## src/rtl/add16u_errmon_pkg.sv

```systemverilog
// Package for the approximate-adder error monitor.
//  - errmon_state_t : batch controller states
//  - PIPE_DEPTH     : cycles the controller waits in DRAIN after the last transfer
//  - DEF_*          : default widths for the monitor parameters
//  - sat_add()      : saturating add on a wide scratch width; callers pass the
//                     real accumulator width in w and truncate the result.
package add16u_errmon_pkg;

  typedef enum logic [1:0] {
    IDLE  = 2'd0,
    RUN   = 2'd1,
    DRAIN = 2'd2,
    DONE  = 2'd3
  } errmon_state_t;

  localparam int PIPE_DEPTH = 2;

  localparam int DEF_WIDTH = 16;
  localparam int DEF_CNT_W = 20;
  localparam int DEF_ACC_W = 40;

  // Scratch width for sat_add; must exceed every accumulator width used
  // (including the 2*ACC_W square-sum) so acc + inc cannot wrap.
  localparam int SAT_W = 128;

  // Returns min(acc + inc, 2**w - 1). Works even if inc alone exceeds the limit.
  function automatic logic [SAT_W-1:0] sat_add(
    input logic [SAT_W-1:0] acc,
    input logic [SAT_W-1:0] inc,
    input int unsigned      w
  );
    logic [SAT_W-1:0] lim;
    logic [SAT_W-1:0] sum;
    lim = (SAT_W'(1) << w) - SAT_W'(1);
    sum = acc + inc;
    return (sum > lim) ? lim : sum;
  endfunction

endpackage

```

## src/rtl/add16u_errmon_dist.sv

```systemverilog
// Error-distance stage of the monitor.
//  Operands are registered on transfer as (exact = a+b, o); the next register
//  holds err = |o - exact| (and err*err when ADD16U_ERRMON_MSE_EN is defined),
//  each with a valid bit. The result for a transfer accepted at edge t is
//  presented on out_valid/err after edge t+1.
// Ports:
//  clk, rst_n     clock, asynchronous active-low reset
//  in_valid       a sample is transferred this cycle
//  a, b           operands (WIDTH)
//  o              approximate adder result (WIDTH+1)
//  out_valid      err (and sq) hold a new sample
//  err            unsigned |o - (a+b)| (WIDTH+1)
//  sq             err*err (2*WIDTH+2), only with ADD16U_ERRMON_MSE_EN
module add16u_errmon_dist
  import add16u_errmon_pkg::*;
#(
  parameter int WIDTH = DEF_WIDTH
) (
  input  logic             clk,
  input  logic             rst_n,
  input  logic             in_valid,
  input  logic [WIDTH-1:0] a,
  input  logic [WIDTH-1:0] b,
  input  logic [WIDTH:0]   o,
  output logic             out_valid,
  output logic [WIDTH:0]   err
`ifdef ADD16U_ERRMON_MSE_EN
  ,
  output logic [2*WIDTH+1:0] sq
`endif
);

  logic             cap_valid_reg;
  logic [WIDTH:0]   exact_reg;
  logic [WIDTH:0]   o_reg;
  logic             err_valid_reg;
  logic [WIDTH:0]   err_reg;
  logic [WIDTH:0]   err_next;

  // Capture: exact sum is formed as the operands are registered, so the
  // subtract/abs path below starts from flops.
  always_ff @(posedge clk or negedge rst_n) begin
    if (!rst_n) begin
      cap_valid_reg <= 1'b0;
      exact_reg     <= '0;
      o_reg         <= '0;
    end else begin
      cap_valid_reg <= in_valid;
      if (in_valid) begin
        exact_reg <= {1'b0, a} + {1'b0, b};
        o_reg     <= o;
      end
    end
  end

  assign err_next = (o_reg >= exact_reg) ? (o_reg - exact_reg) : (exact_reg - o_reg);

  always_ff @(posedge clk or negedge rst_n) begin
    if (!rst_n) begin
      err_valid_reg <= 1'b0;
      err_reg       <= '0;
    end else begin
      err_valid_reg <= cap_valid_reg;
      if (cap_valid_reg) begin
        err_reg <= err_next;
      end
    end
  end

  assign out_valid = err_valid_reg;
  assign err       = err_reg;

`ifdef ADD16U_ERRMON_MSE_EN
  logic [2*WIDTH+1:0] sq_reg;

  always_ff @(posedge clk or negedge rst_n) begin
    if (!rst_n) begin
      sq_reg <= '0;
    end else if (cap_valid_reg) begin
      sq_reg <= (2*WIDTH+2)'(err_next) * (2*WIDTH+2)'(err_next);
    end
  end

  assign sq = sq_reg;
`endif

endmodule

```

## src/rtl/add16u_err_monitor.sv

```systemverilog
// Error-statistics monitor for 16-bit approximate adders.
//  Accepts a programmed batch of (a, b, o) samples and accumulates the
//  saturating sum of |err|, the worst-case |err| and the count of erroneous
//  samples. The host derives MAE/EP from the results after done_o.
//  Optional feature macro: ADD16U_ERRMON_MSE_EN adds sq_sum_o, the saturating
//  sum of err*err (same latency).
// Ports:
//  clk, rst_n     clock, asynchronous active-low reset
//  start_i        begin a batch (honoured in IDLE or DONE only)
//  n_samples_i    batch length, captured on an accepted start
//  in_valid_i     sample valid;  in_ready_o  sample accept
//  a_i, b_i, o_i  operands and approximate result
//  busy_o         high in RUN and DRAIN
//  done_o         one-cycle pulse on entry to DONE
//  abs_sum_o      saturating sum of |err|
//  wce_o          worst-case |err|
//  err_cnt_o      samples with err != 0
//  smp_cnt_o      samples accumulated
//  sq_sum_o       saturating sum of err*err (ADD16U_ERRMON_MSE_EN only)
module add16u_err_monitor
  import add16u_errmon_pkg::*;
#(
  parameter int WIDTH = DEF_WIDTH,
  parameter int CNT_W = DEF_CNT_W,
  parameter int ACC_W = DEF_ACC_W
) (
  input  logic             clk,
  input  logic             rst_n,
  input  logic             start_i,
  input  logic [CNT_W-1:0] n_samples_i,
  input  logic             in_valid_i,
  output logic             in_ready_o,
  input  logic [WIDTH-1:0] a_i,
  input  logic [WIDTH-1:0] b_i,
  input  logic [WIDTH:0]   o_i,
  output logic             busy_o,
  output logic             done_o,
  output logic [ACC_W-1:0] abs_sum_o,
  output logic [WIDTH:0]   wce_o,
  output logic [CNT_W-1:0] err_cnt_o,
  output logic [CNT_W-1:0] smp_cnt_o
`ifdef ADD16U_ERRMON_MSE_EN
  ,
  output logic [2*ACC_W-1:0] sq_sum_o
`endif
);

  localparam logic [CNT_W-1:0] CNT_ONE    = CNT_W'(1);
  localparam logic [1:0]       DRAIN_INIT = 2'(PIPE_DEPTH - 1);

  errmon_state_t    state_reg;
  logic [CNT_W-1:0] n_reg;
  logic [CNT_W-1:0] acc_cnt_reg;
  logic [1:0]       drain_cnt_reg;
  logic             in_ready_reg;
  logic             busy_reg;
  logic             done_reg;

  logic [ACC_W-1:0] abs_sum_reg;
  logic [ACC_W-1:0] abs_sum_next;
  logic [WIDTH:0]   wce_reg;
  logic [CNT_W-1:0] err_cnt_reg;
  logic [CNT_W-1:0] smp_cnt_reg;

  logic             xfer;
  logic             start_ok;
  logic             last_xfer;
  logic             s1_valid;
  logic [WIDTH:0]   s1_err;

  // in_ready_reg is only ever set in RUN, so xfer never fires outside RUN.
  assign xfer      = in_valid_i & in_ready_reg;
  assign start_ok  = start_i & ((state_reg == IDLE) | (state_reg == DONE));
  assign last_xfer = xfer & ((acc_cnt_reg + CNT_ONE) == n_reg);

`ifdef ADD16U_ERRMON_MSE_EN
  logic [2*WIDTH+1:0] s1_sq;
  logic [2*ACC_W-1:0] sq_sum_reg;
`endif

  add16u_errmon_dist #(
    .WIDTH (WIDTH)
  ) u_dist (
    .clk       (clk),
    .rst_n     (rst_n),
    .in_valid  (xfer),
    .a         (a_i),
    .b         (b_i),
    .o         (o_i),
    .out_valid (s1_valid),
    .err       (s1_err)
`ifdef ADD16U_ERRMON_MSE_EN
    ,
    .sq        (s1_sq)
`endif
  );

  // Batch controller. in_ready drops on the edge of the n-th transfer, so a
  // sample offered afterwards is never accepted.
  always_ff @(posedge clk or negedge rst_n) begin
    if (!rst_n) begin
      state_reg     <= IDLE;
      n_reg         <= '0;
      acc_cnt_reg   <= '0;
      drain_cnt_reg <= '0;
      in_ready_reg  <= 1'b0;
      busy_reg      <= 1'b0;
      done_reg      <= 1'b0;
    end else begin
      done_reg <= 1'b0;
      case (state_reg)
        IDLE, DONE: begin
          if (start_i) begin
            n_reg       <= n_samples_i;
            acc_cnt_reg <= '0;
            if (n_samples_i == '0) begin
              state_reg <= DONE;
              done_reg  <= 1'b1;
            end else begin
              state_reg    <= RUN;
              in_ready_reg <= 1'b1;
              busy_reg     <= 1'b1;
            end
          end
        end
        RUN: begin
          if (xfer) begin
            acc_cnt_reg <= acc_cnt_reg + CNT_ONE;
          end
          if (last_xfer) begin
            in_ready_reg  <= 1'b0;
            state_reg     <= DRAIN;
            drain_cnt_reg <= DRAIN_INIT;
          end
        end
        DRAIN: begin
          // The last sample reaches the accumulators on the same edge that
          // enters DONE, so results are final while done_o is high.
          if (drain_cnt_reg == '0) begin
            state_reg <= DONE;
            busy_reg  <= 1'b0;
            done_reg  <= 1'b1;
          end else begin
            drain_cnt_reg <= drain_cnt_reg - 2'd1;
          end
        end
        default: begin
          state_reg <= IDLE;
        end
      endcase
    end
  end

  assign abs_sum_next = ACC_W'(sat_add(SAT_W'(abs_sum_reg), SAT_W'(s1_err), ACC_W));

  // Statistics accumulators; bubbles leave them untouched.
  always_ff @(posedge clk or negedge rst_n) begin
    if (!rst_n) begin
      abs_sum_reg <= '0;
      wce_reg     <= '0;
      err_cnt_reg <= '0;
      smp_cnt_reg <= '0;
    end else if (start_ok) begin
      abs_sum_reg <= '0;
      wce_reg     <= '0;
      err_cnt_reg <= '0;
      smp_cnt_reg <= '0;
    end else if (s1_valid) begin
      abs_sum_reg <= abs_sum_next;
      if (s1_err > wce_reg) begin
        wce_reg <= s1_err;
      end
      if (s1_err != '0) begin
        err_cnt_reg <= err_cnt_reg + CNT_ONE;
      end
      smp_cnt_reg <= smp_cnt_reg + CNT_ONE;
    end
  end

`ifdef ADD16U_ERRMON_MSE_EN
  always_ff @(posedge clk or negedge rst_n) begin
    if (!rst_n) begin
      sq_sum_reg <= '0;
    end else if (start_ok) begin
      sq_sum_reg <= '0;
    end else if (s1_valid) begin
      sq_sum_reg <= (2*ACC_W)'(sat_add(SAT_W'(sq_sum_reg), SAT_W'(s1_sq), 2*ACC_W));
    end
  end

  assign sq_sum_o = sq_sum_reg;
`endif

  assign in_ready_o = in_ready_reg;
  assign busy_o     = busy_reg;
  assign done_o     = done_reg;
  assign abs_sum_o  = abs_sum_reg;
  assign wce_o      = wce_reg;
  assign err_cnt_o  = err_cnt_reg;
  assign smp_cnt_o  = smp_cnt_reg;

endmodule
```

## config.mk

```make
export PLATFORM = sky130hd
export DESIGN_NAME = add16u_err_monitor
export DESIGN_NICKNAME = d
export VERILOG_FILES = /design/src/rtl/add16u_errmon_pkg.sv /design/src/rtl/add16u_errmon_dist.sv /design/src/rtl/add16u_err_monitor.sv
export SDC_FILE = /design/constraint.sdc
export NUM_CORES = 1
export LEC_CHECK = 0
export CORE_ASPECT_RATIO = 1.5
export CORE_UTILIZATION = 27
export CTS_BUF_LIST = sky130_fd_sc_hd__clkbuf_16
export DETAILED_ROUTE_END_ITERATION = 8
export GPL_ROUTABILITY_DRIVEN = 1
export GPL_TIMING_DRIVEN = 0
export PLACE_DENSITY = 0.49
export SYNTH_ARGS = -nofsm -noshare
export SYNTH_HDL_FRONTEND = slang
export SYNTH_SLANG_ARGS = --single-unit
```

## constraint.sdc

```tcl
create_clock -name clk -period 9.6 [get_ports clk]
set_clock_uncertainty 0.15 [all_clocks]
set_input_delay 2.4 -clock clk [delete_from_list [all_inputs] [get_ports clk]]
set_output_delay 2.4 -clock clk [all_outputs]
set_load 0.01 [all_outputs]
```

# Word level (Yosys, flattened, before mapping)
# Index checks and enable logic that the tools add are counted.
# classes
addsub,8
order_cmp,3
n_eq_ne,10
muxes,33
n_bitwise,4
n_reduce_logical,19
# op_table
op,count
20-bit two-way mux,7
40-bit two-way mux,3
17-bit two-way mux,4
"20-bit by 1-bit adder with 20-bit output, second input constant",3
40-bit by 17-bit adder with 41-bit output,1
"41-bit by 40-bit greater-than comparator with 1-bit output, second input constant",1
20-bit one-hot mux with 2 select lines,1
17-bit subtractor,2
20-bit equality test,1
20-bit zero test,1
16-bit by 16-bit adder with 17-bit output,1
17-bit greater-or-equal comparator,1
17-bit greater-than comparator,1
17-bit nonzero test,1
2-bit two-way mux,6
2-bit nonzero test,6
"2-bit != test, second input constant",5
3-bit AND reduction,3
4-bit AND reduction,2
1-bit two-way mux,7
1-bit one-hot mux with 2 select lines,3
2-bit one-hot mux with 3 select lines,1
2-bit AND reduction,3
"2-bit equality test, second input constant",2
other kinds (8),11
# word_totals
ff_bits,197
inputBits,73
out_inout_bits,100
word_cells,93

# Longest topological paths before layout
# Gate-level depths: netlist (run 1).
# logic_depth
ltp_word,5
mapped_depth,13
ltp_nobuf,12

# By module
# From an unflattened synthesis (run 1), not the netlist that was laid out.
# hier_totals
cells_unflattened,1502
hier_area_um2,13135.1
# by_module_without_submodules
mod,instances,cells_per_inst,area_each_um2
add16u_err_monitor,1,1011,8861.0
add16u_errmon_dist,1,491,4274.1

# Least setup slack after synthesis (run 1)
# No wires, ideal clock.
# synth_timing
path_kind,input to register
startpoint,in a_i[0]
endpoint,reg u_dist.exact_reg[14]
setup_ps,135
arrival_ps,4334
required_time_ps,9315
path_slack_ps,4981
cell_stages,12
n_path_buf,0
cell_sequence,ha_1 -> inv_1 -> fa_1 -> nor2b_1 -> o21ai_0 -> a21boi_0 -> o21ai_0 -> a211oi_1 -> or3_1 -> a31oi_1 -> xnor2_1 -> o21ai_0
# synth_via
elab_chain_len,1
# synth_rtl
element,line,source
start: declaration,add16u_err_monitor.sv:33,"input logic [WIDTH-1:0] a_i,"
16-bit by 16-bit adder with 17-bit output,add16u_errmon_dist.sv:50,"exact_reg <= {1'b0, a} + {1'b0, b};"
end signal: assignment,add16u_errmon_dist.sv:50,
end: declaration,add16u_errmon_dist.sv:34,logic [WIDTH:0] exact_reg;
# No other way between the ends.
# A chain may end at the register's enable or synchronous reset.

# Worst setup path in the final report (run 1)
# layout_timing
startpoint,in a_i[0]
endpoint,reg u_dist.exact_reg[16]
# Same word-level chain as after synthesis.

==> flow_summary.yaml, run 1 <==
grt:
  grt_pass1_vias: 11515
  grt_use_total: 0.1619
  grt_pass1_wl_mm: 62.37
  grt_max_degree: 86
  antenna_found_initial: 0
  grt_overflow: 0
clock_network:
  root_buffer: "clkbuf_16"
  post-cts-setup-buffer-count: 0
  clk_latency_ns: 0.46
  cts.sinks: 197
  cts.clk_slew.worst_paths_ns: 0.08
  cts_tree: "done"
  hold_buffers: 0
  clock_path_buffers: 2
  cts-htree-levels: 4
  cts_buffers: 17
  cts_resized: 0
flow_run:
  cap_violations: 0
floorplanning:
  die_area_mm2: 0.04868
  die_w_um: 180.5
  ios: 173
  core_mm2: 0.04697
  initial_core_util: 0.2747
  std_cell_rows: 97
  die_y_um: 269.7
finish:
  antenna_cells: 0
  multiInputGateArea_mm2: 0.007347
  syn2layout_area_growth_pct: 24.06
  largest_reg_flops: 40
  fin_nets: 1837
  drive_gt1_frac: 0.04756
  design_area_mm2: 0.01601
  instances_no_fill: 2276
  fin_util: 0.3408
  seq_area_mm2: 0.004930
  fillers: 4869
worst_hold_path:
  hold_depth: 0
  hp-class: "register to register"
run_status:
  run_status: "complete, no violations"
critical_path:
  crit_path_cell_trace: "clkdlybuf4s50_1, ha_1, inv_1, fa_1, nor2b_1, o21ai_0, a21boi_0, o21ai_0, a211oi_1, or3_1, a31oi_1, o21ai_0, a21boi_0"
  cp.arrival_ns: 5.37
  slowest_delay_ns: 0.46
  worstSetupEndpointType: "register"
  slowest_stage: "clkdlybuf4s50_1"
  worstPathRequired_ns: 9.83
  crit_type: "input port to register"
  crit_path_start_kind: "input port"
  worst_path_most_repeated_cell: "o21ai_0"
  worstPathMaxFanout: 3
  ff2ff_path_depth: 13
  r2r_slack_ns: 5.62
synth:
  synth_edf_count: 0
  yosysTopAreaCell: "dfrtp_1"
  synth.avg_cell_area_um2: 8.735
  syn_inst: 1477
  synthArstFlopShare: 1.000
  yosysSeqAreaShare: 0.3821
  netlist_area_mm2: 0.01290
  synth_most_common_cell: "dfrtp_1"
  synth_seq_cells: 197
  synthTopCellsByCount: "dfrtp_1, nand2_1, o21ai_0, nor2_1, inv_1"
  synth_top_area_frac: 0.3821
  ys_warn_count: 0
  synth_cell_types: 80
  synthTopCellsByArea: "dfrtp_1, ha_1, nand2_1, o21ai_0, a21oi_1"
  yosys_most_used_dff: "dfrtp_1"
  synth_nets: 1644
timing:
  max_freq_ghz: 0.1947
  rsz0062_at_grt: "false"
  setup_viol: 0
  fin_tns_setup_ns: 0
  holdWs_ns: 0.2249
  period_share: 0.5349
  slew_headroom: 0.3383
  hold_viol: 0
  finalWorstSetupSlack_ns: 4.465
  worst_slew_pin_slew_ns: 0.9849
  period_needed_ns: 5.135
  slew_viol_final: 0
power_and_ir_drop:
  p_total_mw: 1.663
  vdd_drop_max_mv: 0.1261
  p_per_area_mw_per_mm2: 103.9
  power.leakage_nw: 7.283
route:
  drcViolationCount: 0
  drt_iter0_markers: 601
  drt-total-wl_mm: 38.67
  ant_nets: 0
  wl_per_cell_um: 16.99
  vias: 11325
  dr.pass1.iters: 5
  vias_per_cell: 4.976
placement:
  gp_congestion: 0.9122
  placed_cells: 2245
  hpwl_mm: 30.04
  preCtsSetupSlack_ns: 3.935
  placed_area_mm2: 0.01543
  io_buffers: 172
[layout by cell type, fill, tap and decap left out, types with 36 or more instances in the layout]
master	instances
dfrtp_1	197
a21oi_1	88
nor2_1	111
xor2_1	46
nor3_1	40
o21ai_0	117
xnor2_1	44
inv_1	92
nand2_1	180
mux2i_1	36
clkbuf_1	44
nand3_1	47
clkdlybuf4s50_1	171
ha_1	90
[per-layer routing]
metal | share of wire | wire, µm | vias to the layer above | track usage
met3 | 0.027 | 1056 | 40 | 0.02093
li1 | - | - | 5603 | -
met5 | 0 | 0 | - | 0
met2 | 0.53 | 20370 | 246 | 0.3017
met4 | 0.022 | 855 | 0 | 0.05713
met1 | 0.42 | 16390 | 5436 | 0.1873
[layout make-up]
class,instances,share of cell area
multi-input cells,1128,0.4590
flip-flops and latches,197,0.3080
repair buffers,174,0.1113
well taps,594,0.04644
clock buffers,17,0.02658
inverters,93,0.02181
plain buffers,59,0.01720
clock inverters,14,0.009615
[critical path: cells and delay by family]
family / cells / cell delay (ns)
adders and majority gates: 2 / 0.60
buffers and inverters: 2 / 0.53
and+or+nand+nor: 2 / 0.35
AOI/OAI and AO/OA: 7 / 1.48
[where the power goes]
| part | switching [mW] | internal [mW] | total (mW) |
|---|---|---|---|
| combinational | 0.0461 | 0.0480 | 0.0941 |
| sequential | 0 | 0.829 | 0.829 |
| clock | 0.353 | 0.387 | 0.740 |
| total | 0.399 | 1.26 | 1.66 |
[final timing paths]
kind,end,from
worst max-delay path,u_dist.exact_reg[16]$_DFFE_PN0P_,a_i[0]
worst min-delay path,u_dist.out_valid$_DFF_PN0_,u_dist.cap_valid_reg$_DFF_PN0_
worst max register to register,abs_sum_o[10]$_DFFE_PN0P_,u_dist.err[0]$_DFFE_PN0P_
worst min register to register,u_dist.out_valid$_DFF_PN0_,u_dist.cap_valid_reg$_DFF_PN0_
max in group asynchronous,acc_cnt_reg[11]$_DFFE_PN0P_,rst_n
min in group asynchronous,u_dist.o_reg[2]$_DFFE_PN0P_,rst_n
[cells by family (layout without fill, tap and decap cells)]
family,after synthesis,count (layout),synth area share
AO/OA/AOI/OAI,379,379,0.1860
XOR/XNOR,90,90,0.06110
AND/OR/NAND/NOR,523,523,0.1957
adder cells (fa/ha/maj),94,94,0.09349
flip-flops,197,197,0.3821
buffers and inverters,152,357,0.04840
multiplexers,42,42,0.03317
(Power assumes the default switching activity.)
==> run 2, diff against run 1 <==
==> constraint.sdc (replaced) <==
create_clock -name clk -period 4.88 [get_ports clk]
set_clock_uncertainty 0.15 [all_clocks]
set_input_delay 1.22 -clock clk [delete_from_list [all_inputs] [get_ports clk]]
set_output_delay 1.22 -clock clk [all_outputs]
set_load 0.01 [all_outputs]
==> results of run 2 <==
Same layout as run 1 (identical final DEF). Status: complete, no violations.
Among the figures that moved: setup slack after placement 3.935 ns -> 0.3953 ns; setup slack after layout 4.465 ns -> 0.8995 ns; start point of the critical path a_i[0] -> u_dist.err[0]$_DFFE_PN0P_; end point of the critical path u_dist.exact_reg[16]$_DFFE_PN0P_ -> abs_sum_o[10]$_DFFE_PN0P_; register-to-register setup slack 5.62 ns -> 0.90 ns; total power 1.663 mW -> 3.272 mW; worst IR drop on VDD 0.1261 mV -> 0.2480 mV
==> run 3, diff against run 2 <==
--- a/config.mk
+++ b/config.mk
@@ -11,7 +11,7 @@
 export DETAILED_ROUTE_END_ITERATION = 8
 export GPL_ROUTABILITY_DRIVEN = 1
 export GPL_TIMING_DRIVEN = 0
-export PLACE_DENSITY = 0.49
+export PLACE_DENSITY = 0.51
 export SYNTH_ARGS = -nofsm -noshare
 export SYNTH_HDL_FRONTEND = slang
 export SYNTH_SLANG_ARGS = --single-unit
==> constraint.sdc (replaced) <==
create_clock -name clk -period 3.2 [get_ports clk]
set_clock_uncertainty 0.15 [all_clocks]
set_input_delay 0.8 -clock clk [delete_from_list [all_inputs] [get_ports clk]]
set_output_delay 0.8 -clock clk [all_outputs]
set_load 0.01 [all_outputs]
==> flow_summary.yaml, run 3 (synthesis results as in run 1) <==
critical_path:
  crit_start: "u_dist.exact_reg[3]$_DFFE_PN0P_"
  cp.arrival_ns: 3.30
  reg2reg_from: "u_dist.exact_reg[3]$_DFFE_PN0P_"
  crit_type: "register to register"
  worstSetupEndpointType: "register"
  worstPathMaxFanout: 6
  worstPathRequired_ns: 3.38
  r2r_slack_ns: 0.08
  ff2ff_path_depth: 11
  crit_path_start_kind: "register"
finish:
  drive_gt1_frac: 0.1148
  seq_area_mm2: 0.004936
  layout_common_cells: "dfrtp_1, nand2_1, clkdlybuf4s50_1, o21ai_0, nor2_1"
  layout_commonest_cell: "dfrtp_1"
  antenna_cells: 0
  largest_reg_flops: 40
  fillers: 4823
  multiInputGateArea_mm2: 0.007834
  fin_nets: 1862
  syn2layout_area_growth_pct: 30.06
  fin_util: 0.3572
power_and_ir_drop:
  vdd_drop_max_mv: 0.3697
  internal-power_mw: 3.814
  power.share.clock: 0.447
  switching_share: 0.2433
  p_comb_frac: 0.060
  power.leakage_nw: 7.481
  seq_power_share: 0.493
  p_per_area_mw_per_mm2: 300.4
  switchingPower_mw: 1.226
route:
  dr.pass1.iters: 5
  ant_nets: 0
  drcViolationCount: 0
  drt_iter0_markers: 657
  vias_per_cell: 5.050
  wl_per_cell_um: 16.98
  vias: 11624
  drt-total-wl_mm: 39.08
clock_network:
  cts_buffers: 17
  cts.clk_slew.worst_paths_ns: 0.08
  clock_path_buffers: 2
  cts-htree-levels: 4
  cts_tree: "done"
  hold_buffers: 0
  root_buffer: "clkbuf_16"
  cts.sinks: 197
  clk_latency_ns: 0.46
floorplanning:
  die_w_um: 180.5
  core_mm2: 0.04697
  initial_core_util: 0.2747
  die_area_mm2: 0.04868
  std_cell_rows: 97
  die_y_um: 269.7
  ios: 173
placement:
  hpwl_mm: 29.48
  gp_congestion: 0.8759
  io_buffers: 172
worst_hold_path:
  hp-class: "input port to async pin"
grt:
  grt_pass1_vias: 11692
  antenna_found_initial: 0
  grt_pass1_wl_mm: 62.35
  grt_max_degree: 106
  grt_use_total: 0.1613
  grt_overflow: 0
flow_run:
  cap_violations: 0
timing:
  rsz0062_at_grt: "true"
  hold_viol: 0
  max_freq_ghz: 0.3205
  worst_slew_pin_slew_ns: 0.9151
  period_share: 0.9751
  setup_viol: 0
  period_needed_ns: 3.120
  slew_headroom: 0.3899
  fin_tns_setup_ns: 0
  slew_viol_final: 0
run_status:
  run_status: "complete, no violations"
run 3: through the flow:
step                      worst slack (ns)  area [µm²]  power [mW]  cells  hold WS, ns
after floorplan                     0.1140       12900       2.643   1477       0.2019
after global placement              -7.789       15370       2.816   2243       0.2503
after detailed placement           -0.8753       15400       2.820   2244       0.2434
after CTS                        -0.009344       16440       5.130   2294       0.2634
after global routing              -0.01284       16780       5.252   2302       0.2926
final                              0.07955       16780       5.040   2302       0.2462
run 3: path summary, 6_finish.rpt:
| check | to |
|---|---|
| max in group asynchronous | acc_cnt_reg[1]$_DFFE_PN0P_ |
| setup / recovery | u_dist.err[5]$_DFFE_PN0P_ |
| setup reg to reg | u_dist.err[5]$_DFFE_PN0P_ |
| hold / removal | u_dist.exact_reg[0]$_DFFE_PN0P_ |
| min in group clk | u_dist.out_valid$_DFF_PN0_ |
| hold reg to reg | u_dist.out_valid$_DFF_PN0_ |
run 3: per-layer routing:
metal | GRT usage | vias to the layer above | share of wire
met1 | 0.1863 | 5590 | 0.42
met3 | 0.01958 | 64 | 0.032
met4 | 0.07220 | 0 | 0.035
met5 | 0 | - | 0
li1 | - | 5675 | -
met2 | 0.2950 | 295 | 0.52
run 3: final cells by class:
type                    instances  area share
clock inverters                15    0.009993
plain buffers                  49     0.01618
flip-flops and latches        197      0.2942
clock buffers                  17     0.02535
multi-input cells            1128      0.4669
inverters                      93     0.02081
well taps                     594     0.04430
repair buffers                209      0.1223
run 3: worst max-delay path, cell delays in order (launching register included):
cell and delay (ns):
dfrtp_1 0.43, ha_4 0.28, a21o_1 0.18, a21oi_2 0.17, nand2_2 0.11, a211o_4 0.37
o311a_4 0.34, a21oi_4 0.29, buf_8 0.17, mux2i_1 0.21, xor2_1 0.21, a21oi_1 0.08
run 3: repair_timing:
item,4_1_cts,5_1_grt
setup endpoints to repair,93,70
gates cloned,1,0
gates resized for setup,64,65
pin swaps,23,39
buffers inserted,23,13
run 3: power groups by stage:
stage          Combinational [mW]  Sequential [mW]  Clock [mW]
3_3_place_gp                0.277             2.54           0
2_1_floorplan               0.106             2.54           0
4_1_cts                     0.293             2.49        2.35
5_1_grt                     0.338             2.49        2.43
6_report                    0.300             2.49        2.25
3_5_place_dp                0.283             2.54           0
